### src/rtl/periph_bus_arbiter_if.sv
// Peripheral register bus bundle: two request ports plus the shared slave side.
// The arbiter takes the slave modport; masters and slave models take master.
interface periph_bus_arbiter_if #(
  parameter int ADDR_W = 32
);
  logic              m0_req_i;
  logic              m0_we_i;
  logic [ADDR_W-1:0] m0_addr_i;
  logic [31:0]       m0_wdata_i;
  logic [31:0]       m0_rdata_o;
  logic              m0_ack_o;

  logic              m1_req_i;
  logic              m1_we_i;
  logic [ADDR_W-1:0] m1_addr_i;
  logic [31:0]       m1_wdata_i;
  logic [31:0]       m1_rdata_o;
  logic              m1_ack_o;

  logic              wr_en_o;
  logic [ADDR_W-1:0] wr_addr_o;
  logic [31:0]       wr_data_o;
  logic [ADDR_W-1:0] rd_addr_o;
  logic [31:0]       rd_data_i;
  logic              busy_o;

  modport slave (
    input  m0_req_i, m0_we_i, m0_addr_i, m0_wdata_i,
    output m0_rdata_o, m0_ack_o,
    input  m1_req_i, m1_we_i, m1_addr_i, m1_wdata_i,
    output m1_rdata_o, m1_ack_o,
    output wr_en_o, wr_addr_o, wr_data_o, rd_addr_o,
    input  rd_data_i,
    output busy_o
  );

  modport master (
    output m0_req_i, m0_we_i, m0_addr_i, m0_wdata_i,
    input  m0_rdata_o, m0_ack_o,
    output m1_req_i, m1_we_i, m1_addr_i, m1_wdata_i,
    input  m1_rdata_o, m1_ack_o,
    input  wr_en_o, wr_addr_o, wr_data_o, rd_addr_o,
    output rd_data_i,
    input  busy_o
  );
endinterface

### src/rtl/periph_bus_arbiter.sv
// Two-master / one-slave peripheral bus arbiter, four-cycle transfers,
// round-robin or fixed priority, registered outputs throughout.
module periph_bus_arbiter #(
  parameter bit FIXED_PRIO = 1'b0,
  parameter int ADDR_W     = 32
) (
  input  logic sys_clk,
  input  logic sys_reset,
  periph_bus_arbiter_if.slave bus
);

  localparam logic [1:0] S_IDLE   = 2'd0;
  localparam logic [1:0] S_ACCESS = 2'd1;
  localparam logic [1:0] S_WAIT   = 2'd2;
  localparam logic [1:0] S_DONE   = 2'd3;

  logic [1:0]        r_state;
  logic              r_last;
  logic              r_gnt;
  logic              r_we;
  logic              r_busy;
  logic              r_m0_ack;
  logic              r_m1_ack;
  logic [31:0]       r_m0_rdata;
  logic [31:0]       r_m1_rdata;
  logic              r_wr_en;
  logic [ADDR_W-1:0] r_wr_addr;
  logic [31:0]       r_wr_data;
  logic [ADDR_W-1:0] r_rd_addr;

  logic              w_any;
  logic              w_win;
  logic              w_we;
  logic [ADDR_W-1:0] w_addr;
  logic [31:0]       w_wdata;

  assign w_any = bus.m0_req_i | bus.m1_req_i;

  // r_last resets to 1 so master 0 takes the first tie
  always_comb begin
    w_win = bus.m1_req_i;
    if (bus.m0_req_i && bus.m1_req_i)
      w_win = FIXED_PRIO ? 1'b0 : ~r_last;
  end

  assign w_we    = w_win ? bus.m1_we_i    : bus.m0_we_i;
  assign w_addr  = w_win ? bus.m1_addr_i  : bus.m0_addr_i;
  assign w_wdata = w_win ? bus.m1_wdata_i : bus.m0_wdata_i;

  always_ff @(posedge sys_clk) begin
    if (sys_reset) begin
      r_state    <= S_IDLE;
      r_last     <= 1'b1;
      r_gnt      <= 1'b0;
      r_we       <= 1'b0;
      r_busy     <= 1'b0;
      r_m0_ack   <= 1'b0;
      r_m1_ack   <= 1'b0;
      r_m0_rdata <= '0;
      r_m1_rdata <= '0;
      r_wr_en    <= 1'b0;
      r_wr_addr  <= '0;
      r_wr_data  <= '0;
      r_rd_addr  <= '0;
    end else begin
      unique case (r_state)
        S_IDLE: begin
          if (w_any) begin
            r_state <= S_ACCESS;
            r_busy  <= 1'b1;
            r_gnt   <= w_win;
            r_last  <= w_win;
            r_we    <= w_we;
            if (w_we) begin
              r_wr_en   <= 1'b1;
              r_wr_addr <= w_addr;
              r_wr_data <= w_wdata;
            end else begin
              r_rd_addr <= w_addr;
            end
          end
        end
        S_ACCESS: begin
          r_wr_en <= 1'b0;
          r_state <= S_WAIT;
        end
        S_WAIT: begin
          // slave data is valid now, one cycle after rd_addr
          if (!r_we) begin
            if (r_gnt) r_m1_rdata <= bus.rd_data_i;
            else       r_m0_rdata <= bus.rd_data_i;
          end
          if (r_gnt) r_m1_ack <= 1'b1;
          else       r_m0_ack <= 1'b1;
          r_state <= S_DONE;
        end
        S_DONE: begin
          r_m0_ack <= 1'b0;
          r_m1_ack <= 1'b0;
          r_busy   <= 1'b0;
          r_state  <= S_IDLE;
        end
        default: r_state <= S_IDLE;
      endcase
    end
  end

  assign bus.m0_ack_o   = r_m0_ack;
  assign bus.m1_ack_o   = r_m1_ack;
  assign bus.m0_rdata_o = r_m0_rdata;
  assign bus.m1_rdata_o = r_m1_rdata;
  assign bus.wr_en_o    = r_wr_en;
  assign bus.wr_addr_o  = r_wr_addr;
  assign bus.wr_data_o  = r_wr_data;
  assign bus.rd_addr_o  = r_rd_addr;
  assign bus.busy_o     = r_busy;

endmodule

### src/flat_wrapper.sv
// flat-port wrapper written by rule: the top's interface ports become plain ports
module periph_bus_arbiter_flat 
#(
  parameter bit FIXED_PRIO = 1'b0,
  parameter int ADDR_W     = 32
)
  (sys_clk, sys_reset, bus_m0_req_i, bus_m0_we_i, bus_m0_addr_i, bus_m0_wdata_i, bus_m0_rdata_o, bus_m0_ack_o, bus_m1_req_i, bus_m1_we_i, bus_m1_addr_i, bus_m1_wdata_i, bus_m1_rdata_o, bus_m1_ack_o, bus_wr_en_o, bus_wr_addr_o, bus_wr_data_o, bus_rd_addr_o, bus_rd_data_i, bus_busy_o);
  periph_bus_arbiter_if #(.ADDR_W(ADDR_W)) bus_i ();
  input  logic sys_clk;
  input  logic sys_reset;
  input wire logic [$bits(bus_i.m0_req_i)-1:0] bus_m0_req_i;
  input wire logic [$bits(bus_i.m0_we_i)-1:0] bus_m0_we_i;
  input wire logic [$bits(bus_i.m0_addr_i)-1:0] bus_m0_addr_i;
  input wire logic [$bits(bus_i.m0_wdata_i)-1:0] bus_m0_wdata_i;
  output wire logic [$bits(bus_i.m0_rdata_o)-1:0] bus_m0_rdata_o;
  output wire logic [$bits(bus_i.m0_ack_o)-1:0] bus_m0_ack_o;
  input wire logic [$bits(bus_i.m1_req_i)-1:0] bus_m1_req_i;
  input wire logic [$bits(bus_i.m1_we_i)-1:0] bus_m1_we_i;
  input wire logic [$bits(bus_i.m1_addr_i)-1:0] bus_m1_addr_i;
  input wire logic [$bits(bus_i.m1_wdata_i)-1:0] bus_m1_wdata_i;
  output wire logic [$bits(bus_i.m1_rdata_o)-1:0] bus_m1_rdata_o;
  output wire logic [$bits(bus_i.m1_ack_o)-1:0] bus_m1_ack_o;
  output wire logic [$bits(bus_i.wr_en_o)-1:0] bus_wr_en_o;
  output wire logic [$bits(bus_i.wr_addr_o)-1:0] bus_wr_addr_o;
  output wire logic [$bits(bus_i.wr_data_o)-1:0] bus_wr_data_o;
  output wire logic [$bits(bus_i.rd_addr_o)-1:0] bus_rd_addr_o;
  input wire logic [$bits(bus_i.rd_data_i)-1:0] bus_rd_data_i;
  output wire logic [$bits(bus_i.busy_o)-1:0] bus_busy_o;
  assign bus_i.m0_req_i = bus_m0_req_i;
  assign bus_i.m0_we_i = bus_m0_we_i;
  assign bus_i.m0_addr_i = bus_m0_addr_i;
  assign bus_i.m0_wdata_i = bus_m0_wdata_i;
  assign bus_m0_rdata_o = bus_i.m0_rdata_o;
  assign bus_m0_ack_o = bus_i.m0_ack_o;
  assign bus_i.m1_req_i = bus_m1_req_i;
  assign bus_i.m1_we_i = bus_m1_we_i;
  assign bus_i.m1_addr_i = bus_m1_addr_i;
  assign bus_i.m1_wdata_i = bus_m1_wdata_i;
  assign bus_m1_rdata_o = bus_i.m1_rdata_o;
  assign bus_m1_ack_o = bus_i.m1_ack_o;
  assign bus_wr_en_o = bus_i.wr_en_o;
  assign bus_wr_addr_o = bus_i.wr_addr_o;
  assign bus_wr_data_o = bus_i.wr_data_o;
  assign bus_rd_addr_o = bus_i.rd_addr_o;
  assign bus_i.rd_data_i = bus_rd_data_i;
  assign bus_busy_o = bus_i.busy_o;
  periph_bus_arbiter #(.FIXED_PRIO(FIXED_PRIO), .ADDR_W(ADDR_W)) u_core (.sys_clk(sys_clk), .sys_reset(sys_reset), .bus(bus_i));
endmodule
### config.mk
export PLATFORM = sky130hd
export DESIGN_NAME = periph_bus_arbiter_flat
export DESIGN_NICKNAME = d
export VERILOG_FILES = /design/src/rtl/periph_bus_arbiter_if.sv /design/src/rtl/periph_bus_arbiter.sv /design/src/flat_wrapper.sv
export SDC_FILE = /design/constraint.sdc
export NUM_CORES = 1
export LEC_CHECK = 0
export ABC_AREA = 0
export BUFFER_PORTS_ARGS = -buffer_cell sky130_fd_sc_hd__buf_2
export CORE_ASPECT_RATIO = 1.4
export CORE_MARGIN = 1
export CORE_UTILIZATION = 28
export DETAILED_ROUTE_END_ITERATION = 8
export GPL_TIMING_DRIVEN = 0
export PLACE_DENSITY = 0.6
export SYNTH_ARGS = -nofsm -noshare
export SYNTH_HDL_FRONTEND = slang
export SYNTH_SLANG_ARGS = --single-unit
### constraint.sdc
create_clock -name sys_clk -period 2.25 [get_ports sys_clk]
set_clock_uncertainty 0.2 [all_clocks]
set_input_delay 0 -clock sys_clk [delete_from_list [all_inputs] [get_ports sys_clk]]
set_output_delay 0 -clock sys_clk [all_outputs]
set_load 0.02 [all_outputs]
==> results of run 1 <==
final cells by class:
class,count,area [µm²],share of cell area [%]
well taps,319,399,3.49
plain buffers,70,402,3.51
clock buffers,23,478,4.17
inverters,5,18.8,0.164
repair buffers,490,3260,28.5
multi-input cells,496,3400,29.7
flip-flops and latches,169,3380,29.5
clock inverters,9,113,0.983
cell usage in the layout (no fill, tap or decap):
cell	n
a211o_1	1
a211oi_1	8
a211oi_2	90
a21boi_2	1
a21oi_1	163
a22oi_1	1
a31oi_1	1
a32o_1	1
a32o_2	1
and2_1	2
buf_1	2
buf_2	337
buf_4	4
buf_6	11
bufinv_16	2
clkbuf_1	29
clkbuf_16	17
clkbuf_2	15
clkbuf_4	3
clkbuf_8	3
clkinv_2	1
clkinvlp_4	4
dfxtp_1	169
dlygate4sd3_1	162
ha_1	5
inv_1	5
inv_6	2
mux2i_1	65
nand2_1	135
nand2b_1	4
nand3_1	1
nand3b_1	1
nor2_1	13
o21ai_0	1
or2_1	1
or3b_1	1
per-stage QoR:
step	total power [mW]	instance area [µm²]	worst slack, ps
after CTS	11.7	11400	17.7
after floorplan	6.91	7180	515
after global placement	8.35	9220	-217
after detailed placement	8.42	9220	-295
final	11.6	11500	145
after global routing	12.3	11500	-1.23
flip-flops by register name (all words and copies together) (netlist names):
| name | count |
|---|---|
| u_core.bus.wr_addr_o | 32 |
| u_core.r_state | 2 |
| u_core.bus.rd_addr_o | 32 |
| u_core.r_we | 1 |
| u_core.bus.wr_en_o | 1 |
| u_core.bus.m1_ack_o | 1 |
| u_core.bus.m0_ack_o | 1 |
| u_core.r_gnt | 1 |
| u_core.bus.busy_o | 1 |
| u_core.bus.m0_rdata_o | 32 |
| u_core.r_last | 1 |
| u_core.bus.m1_rdata_o | 32 |
| u_core.bus.wr_data_o | 32 |
routing by layer:
metal / vias to the layer above / track usage [%]
li1: 3639 / -
met1: 3519 / 21.7
met2: 276 / 37.7
met3: 70 / 4.51
met4: 0 / 11.1
met5: - / 0
power by group through the flow:
stage / Clock (mW) / Sequential (mW) / Combinational, mW
finish: 2.99 / 3.91 / 4.70
global route: 3.19 / 3.99 / 5.08
CTS: 3.07 / 3.91 / 4.69
detailed placement: 0 / 3.97 / 4.45
global placement: 0 / 3.96 / 4.40
floorplan: 0 / 4.64 / 2.27
repair_timing:
item | in CTS | in global routing
endpoints found under the setup margin | 80 | 105
hold buffers | 162 | 0
endpoints found under the hold margin | 166 | 0
gates resized for setup | 2 | 27
worst min-delay path by stage:
stage                                 to  depth (start not counted)
6_report         u_core.bus.wr_addr_o[1]                          5
3_5_place_dp   u_core.bus.m0_rdata_o[24]                          3
3_3_place_gp    u_core.bus.m0_rdata_o[7]                          3
2_1_floorplan   u_core.bus.m0_rdata_o[0]                          2
4_1_cts          u_core.bus.wr_addr_o[1]                          5
5_1_grt          u_core.bus.wr_addr_o[1]                          5
worst register-to-register path, cell delays in order, from the launching register on:
cell	delay (ps)
dfxtp_1	390
inv_1	100
ha_1	260
nand2b_1	150
nand2b_1	230
clkbuf_1	410
nand2_1	120
a21oi_1	170
kinds of logic after synthesis:
kind of cell / after synthesis / synth area share, %
compound gates: 268 / 28.7
flops: 169 / 47.1
simple gates: 158 / 8.64
buf+inv: 75 / 5.59
mux: 65 / 9.06
fa+ha+maj: 5 / 0.871
==> results by group, run 1 <==
Power
  – Power share of the combinational group: 40.5%
  – Leak Pwr: between 4 and 5 nW
  – Fraction of power consumed by the clock network: between 20% and 30%
  – Reg power frac: 33.7%
  – Net load switching power: approximately 4.5 mW
  – Net Sw Frac: around two fifths
  – Internal power: around 7.1 mW
  – Power Dens Cells: just over 1000 nW/µm²
  – Max VDD drop: a little under 0.6 mV

Timing
  – Minimum clock period: between 2000 and 2500 ps
  – RSZ-0062 raised after global routing: yes
  – Worst-margin pin slew: 847 ps
  – Rel. slew slack: about 44%
  – Setup-failing EPs final: 0
  – Final clock period utilization by the worst path: between 90% and 100%
  – WHS: roughly 70 ps
  – Final Hold Vio Count: 0
  – Setup TNS: 0 ps
  – Pins Over Slew Limit: 0
  – Max Fclk: between 0.4 and 0.5 GHz

Min path
  – Min-delay worst type: input port to flop
  – HP Start: bus_m1_we_i

Setup path
  – Buffers plus inverters on the worst setup path: 2
  – Reg-to-reg startpoint: u_core.r_state[0]
  – Worst endpoint required time: around 2400 ps
  – R2r setup slk: roughly 150 ps
  – FF-to-FF path depth: 7
  – Cell family with most CP delay: buffers and inverters
  – Critical path depth: 7
  – Crit path from: u_core.r_state[0]
  – Worst path cell trace: inv_1 > ha_1 > nand2b_1 > nand2b_1 > clkbuf_1 > nand2_1 > a21oi_1
  – Most used cell, CP: nand2b_1
  – CP max stage delay: between 400 and 500 ps
  – CP max FO: 10
  – WP data arrival: ~2300 ps
  – Worst Setup EP: u_core.bus.m0_rdata_o[3]
  – Startpoint types: flop
  – RR Endpoint: u_core.bus.m0_rdata_o[3]
  – Crit path capture type: flop
  – Crit-path slowest cell: clkbuf_1
  – Kind of critical path: flop to flop

Drt
  – Total iterations of the first detailed-routing run: 4
  – Met3 routed WL: roughly 1500 µm
  – Highest Signal Layer: met4
  – Final WL: 27100 µm
  – Post-route ant nets: 0
  – WL/cell: 17.1 µm
  – Routed vias/inst: 4.75
  – Vias: between 7000 and 8000
  – Initial DRC count: between 150 and 200
  – Drt drc: 0
  – Met2 wire length: approximately 14000 µm
  – Routed length on met1: 10600 µm

Yosys
  – Ys async rst share: 0%
  – Synth Cell Area: just over 7000 µm²
  – Sequential area share after synthesis: between 40% and 50%
  – Post-synthesis cell count: 740
  – Post-synth EDFFs: 0
  – Yosys top cell area share: 47.1%
  – Area leader, netlist: dfxtp_1
  – Main flop type after synthesis: dfxtp_1
  – Commonest cells post-synth: dfxtp_1 (169), a21oi_1 (163), nand2_1 (135)
  – Synth top area cells: dfxtp_1 (47%), a211oi_2 (16%), a21oi_1 (11%)
  – Count leader, synth: dfxtp_1
  – Syn Area/Cell: about 9.7 µm²
  – Ys Warns: 0
  – Number of distinct library cells after synthesis: 28
  – Syn Nets: 911
  – #FFs+latches synth: around 170

Run
  – Max cap viols: 0

CTS
  – Clock Root Buffer: clkbuf_16
  – TritonCTS clock tree: built
  – CTS sink cnt: between 150 and 200
  – Clock latency at the later pin of the worst-skew pair: approximately 420 ps
  – # Post-CTS Setup Buffers: 0
  – Worst-path clk slew: ~70 ps
  – H-tree depth: 4
  – Bufs on Longest Clock Path: 2
  – Total CTS buffers: 17

Cells and area
  – Share of cells above drive strength 1: slightly below 40%
  – Fin cells: 1581
  – Post-Route Utilization: between 40% and 50%
  – Area growth syn-to-layout: 59.5%
  – Filler Cells Inserted: 2427
  – Diode count: 0
  – Final nets: 1420

Global routing
  – Largest net degree at the start of global routing: 17
  – GR Util All Layers: between 20% and 30%
  – First-pass GRT wire length: ~40000 µm
  – Grt total ovfl: 0
  – Vias in the first global route: 7924
  – Initial antenna violation count: 0

Placed design
  – RePlAce Congestion: 0.802
  – DP HPWL: 18600 µm
  – I/O Buffers: 328
  – Dpl cells: 1387

Die
  – Die W: approximately 140 µm
  – Num ports: 330
  – Die H: 191 µm
  – # rows: 69
  – Initial Util: about 28%
  – Core Area: 25300 µm²
  – Die area: between 20000 and 30000 µm²

Status
  – Outcome: finished, final reports clean
No activity file was read; power rests on OpenSTA's default activity.
==> run 2: changes to the inputs <==
- CORE_AREA: not set -> 2 2 127 129
- CORE_ASPECT_RATIO: 1.4 -> not set
- CORE_MARGIN: 1 -> not set
- CORE_UTILIZATION: 28 -> not set
- DIE_AREA: not set -> 0 0 129 131
- MAX_ROUTING_LAYER: not set -> met4
- PLACE_DENSITY: 0.6 -> 0.87
==> run 2 against run 1 <==
Net effect:
- combinational power grew 4%
- final cell count shrank 6.3%
- flip-flop and latch count is the same
- register-to-register slack lost 130 ps
- count of clock-buffer cells in the layout shrank 3
- largest cell class unchanged
- largest power group unchanged
- highest routed layer unchanged
==> results by group, run 2 (synthesized netlist as in run 1, its figures left out) <==
Timing
  – RSZ-0062 raised after global routing: yes
  – Final Hold Vio Count: 0
  – Max Fclk: 0.448 GHz
  – Final WS setup: between 15 and 20 ps
  – Rel. slew slack: between 40 and 50%
  – Minimum clock period: 2230 ps
  – Final clock period utilization by the worst path: between 90 and 100%
  – Pins Over Slew Limit: 0
  – Worst-margin pin slew: between 700 and 800 ps
  – Setup-failing EPs final: 0
  – WHS: 72.8 ps

Drt
  – Initial DRC count: 746
  – Vias: slightly above 8000
  – Post-route ant nets: 0
  – Routed vias/inst: 5.60
  – Total iterations of the first detailed-routing run: 6
  – WL/cell: slightly above 20 µm
  – Final WL: 29900 µm
  – Drt drc: 0

Setup path
  – Crit path from: u_core.r_state[0]
  – Worst Setup EP: u_core.bus.rd_addr_o[9]
  – FF-to-FF path depth: 6
  – RR Endpoint: u_core.bus.rd_addr_o[9]
  – CP max FO: 10
  – Worst path cell trace: inv_1 > ha_1 > clkbuf_2 > buf_1 > a21oi_1 > a211oi_2
  – Worst endpoint required time: about 2400 ps
  – R2r setup slk: ~18 ps
  – CP max stage delay: around 480 ps
  – Kind of critical path: flop to flop
  – Reg-to-reg startpoint: u_core.r_state[0]
  – Crit-path slowest cell: buf_1
  – Crit path capture type: flop
  – Buffers plus inverters on the worst setup path: 3
  – WP data arrival: between 2000 and 2500 ps
  – Cell family with most CP delay: buffers and inverters
  – Critical path depth: 6
  – Startpoint types: flop

Die
  – Die H: 131 µm
  – Die area: about 17000 µm²
  – Initial Util: 46.0%
  – # rows: 46
  – Core Area: approximately 16000 µm²
  – Num ports: 330
  – Die W: between 100 and 150 µm

CTS
  – Worst-path clk slew: roughly 70 ps
  – CTS sink cnt: 169
  – H-tree depth: 4
  – Bufs on Longest Clock Path: 2
  – Total CTS buffers: 17
  – TritonCTS clock tree: built
  – Clock latency at the later pin of the worst-skew pair: approximately 430 ps
  – # Post-CTS Setup Buffers: 0
  – Clock Root Buffer: clkbuf_16

Global routing
  – Initial antenna violation count: 4
  – GR Util All Layers: a little over a third
  – Grt total ovfl: 0
  – First-pass GRT wire length: around 44000 µm
  – Largest net degree at the start of global routing: 17
  – Vias in the first global route: approximately 8400

Cells and area
  – Area growth syn-to-layout: 58.9%
  – Final nets: approximately 1400
  – Share of cells above drive strength 1: approximately 39%
  – Commonest non-fill, non-tap cells in the layout: buf_2 (337), dfxtp_1 (169), dlygate4sd3_1 (162)
  – Final Cell Area: between 10000 and 15000 µm²
  – Leading cell type in the layout, fill and taps excluded: buf_2

Placed design
  – RePlAce Congestion: ~0.86
  – Pre-CTS WS: -124 ps
  – Area after DPL: just over 9000 µm²
  – I/O Buffers: between 300 and 400
  – DP HPWL: 17500 µm

Min path
  – HP Start: bus_m1_we_i
  – Min-delay worst type: input port to flop

Run
  – Max cap viols: 0

Power
  – Power Dens Cells: ~1100 nW/µm²
  – Leak Pwr: about 5 nW
  – Max VDD drop: between 0.6 and 0.7 mV

Status
  – Outcome: finished, final reports clean
run 2: report_power, final:
part / total [mW] / internal [mW] / switching, mW
registers: 3.97 / 3.60 / 0.371
clock network: 3.28 / 2.05 / 1.23
logic: 4.88 / 1.73 / 3.14
run 2: how the worst min path moves through the flow:
stage	endpoint	slack, ps	cells after the start
2_1_floorplan	u_core.bus.m0_rdata_o[0]	-60	2
3_3_place_gp	u_core.bus.m1_rdata_o[30]	50	3
3_5_place_dp	u_core.bus.m1_rdata_o[31]	60	3
4_1_cts	u_core.bus.wr_addr_o[2]	30	5
5_1_grt	u_core.bus.wr_addr_o[3]	80	5
6_report	u_core.bus.wr_addr_o[3]	70	5
run 2: metrics by stage:
stage	power [mW]	TNS, ps	cells	util, %
after floorplan	6.91	0	740	-
after global placement	8.19	-1600	1284	58.3
after detailed placement	8.35	-2050	1284	58.3
after CTS	11.8	0	1477	73.0
after global routing	12.6	-318	1481	73.2
final	12.1	0	1482	73.2
run 2: layout make-up:
class	instances	area [µm²]
inverter	5	18.8
timing repair buffer	490	3260
sequential	169	3380
fill	1005	4190
clock buffer	20	467
antenna	5	12.5
multi-input combinational	496	3400
clock inverter	11	194
tap	216	270
buffer	70	400
run 2: routing by layer:
metal / up-vias / wire length [µm] / track usage (%)
li1: 3648 / - / -
met1: 3909 / 10500 / 36.0
met2: 567 / 15000 / 58.9
met3: 179 / 2460 / 10.8
met4: 0 / 1980 / 24.0
met5: - / 0 / -
run 2: timing repair:
| action | CTS | global route |
|---|---|---|
| pin swaps | 0 | 0 |
| resized for setup | 3 | 25 |
| endpoints found under the setup margin | 63 | 60 |
| hold buffers | 162 | 0 |
| endpoints found under the hold margin | 166 | 0 |
run 2: worst reg2reg max path, cell delays in order, from the launching register on:
cell and delay [ps]:
dfxtp_1 340, inv_1 110, ha_1 270, clkbuf_2 320, buf_1 480, a21oi_1 180, a211oi_2 250
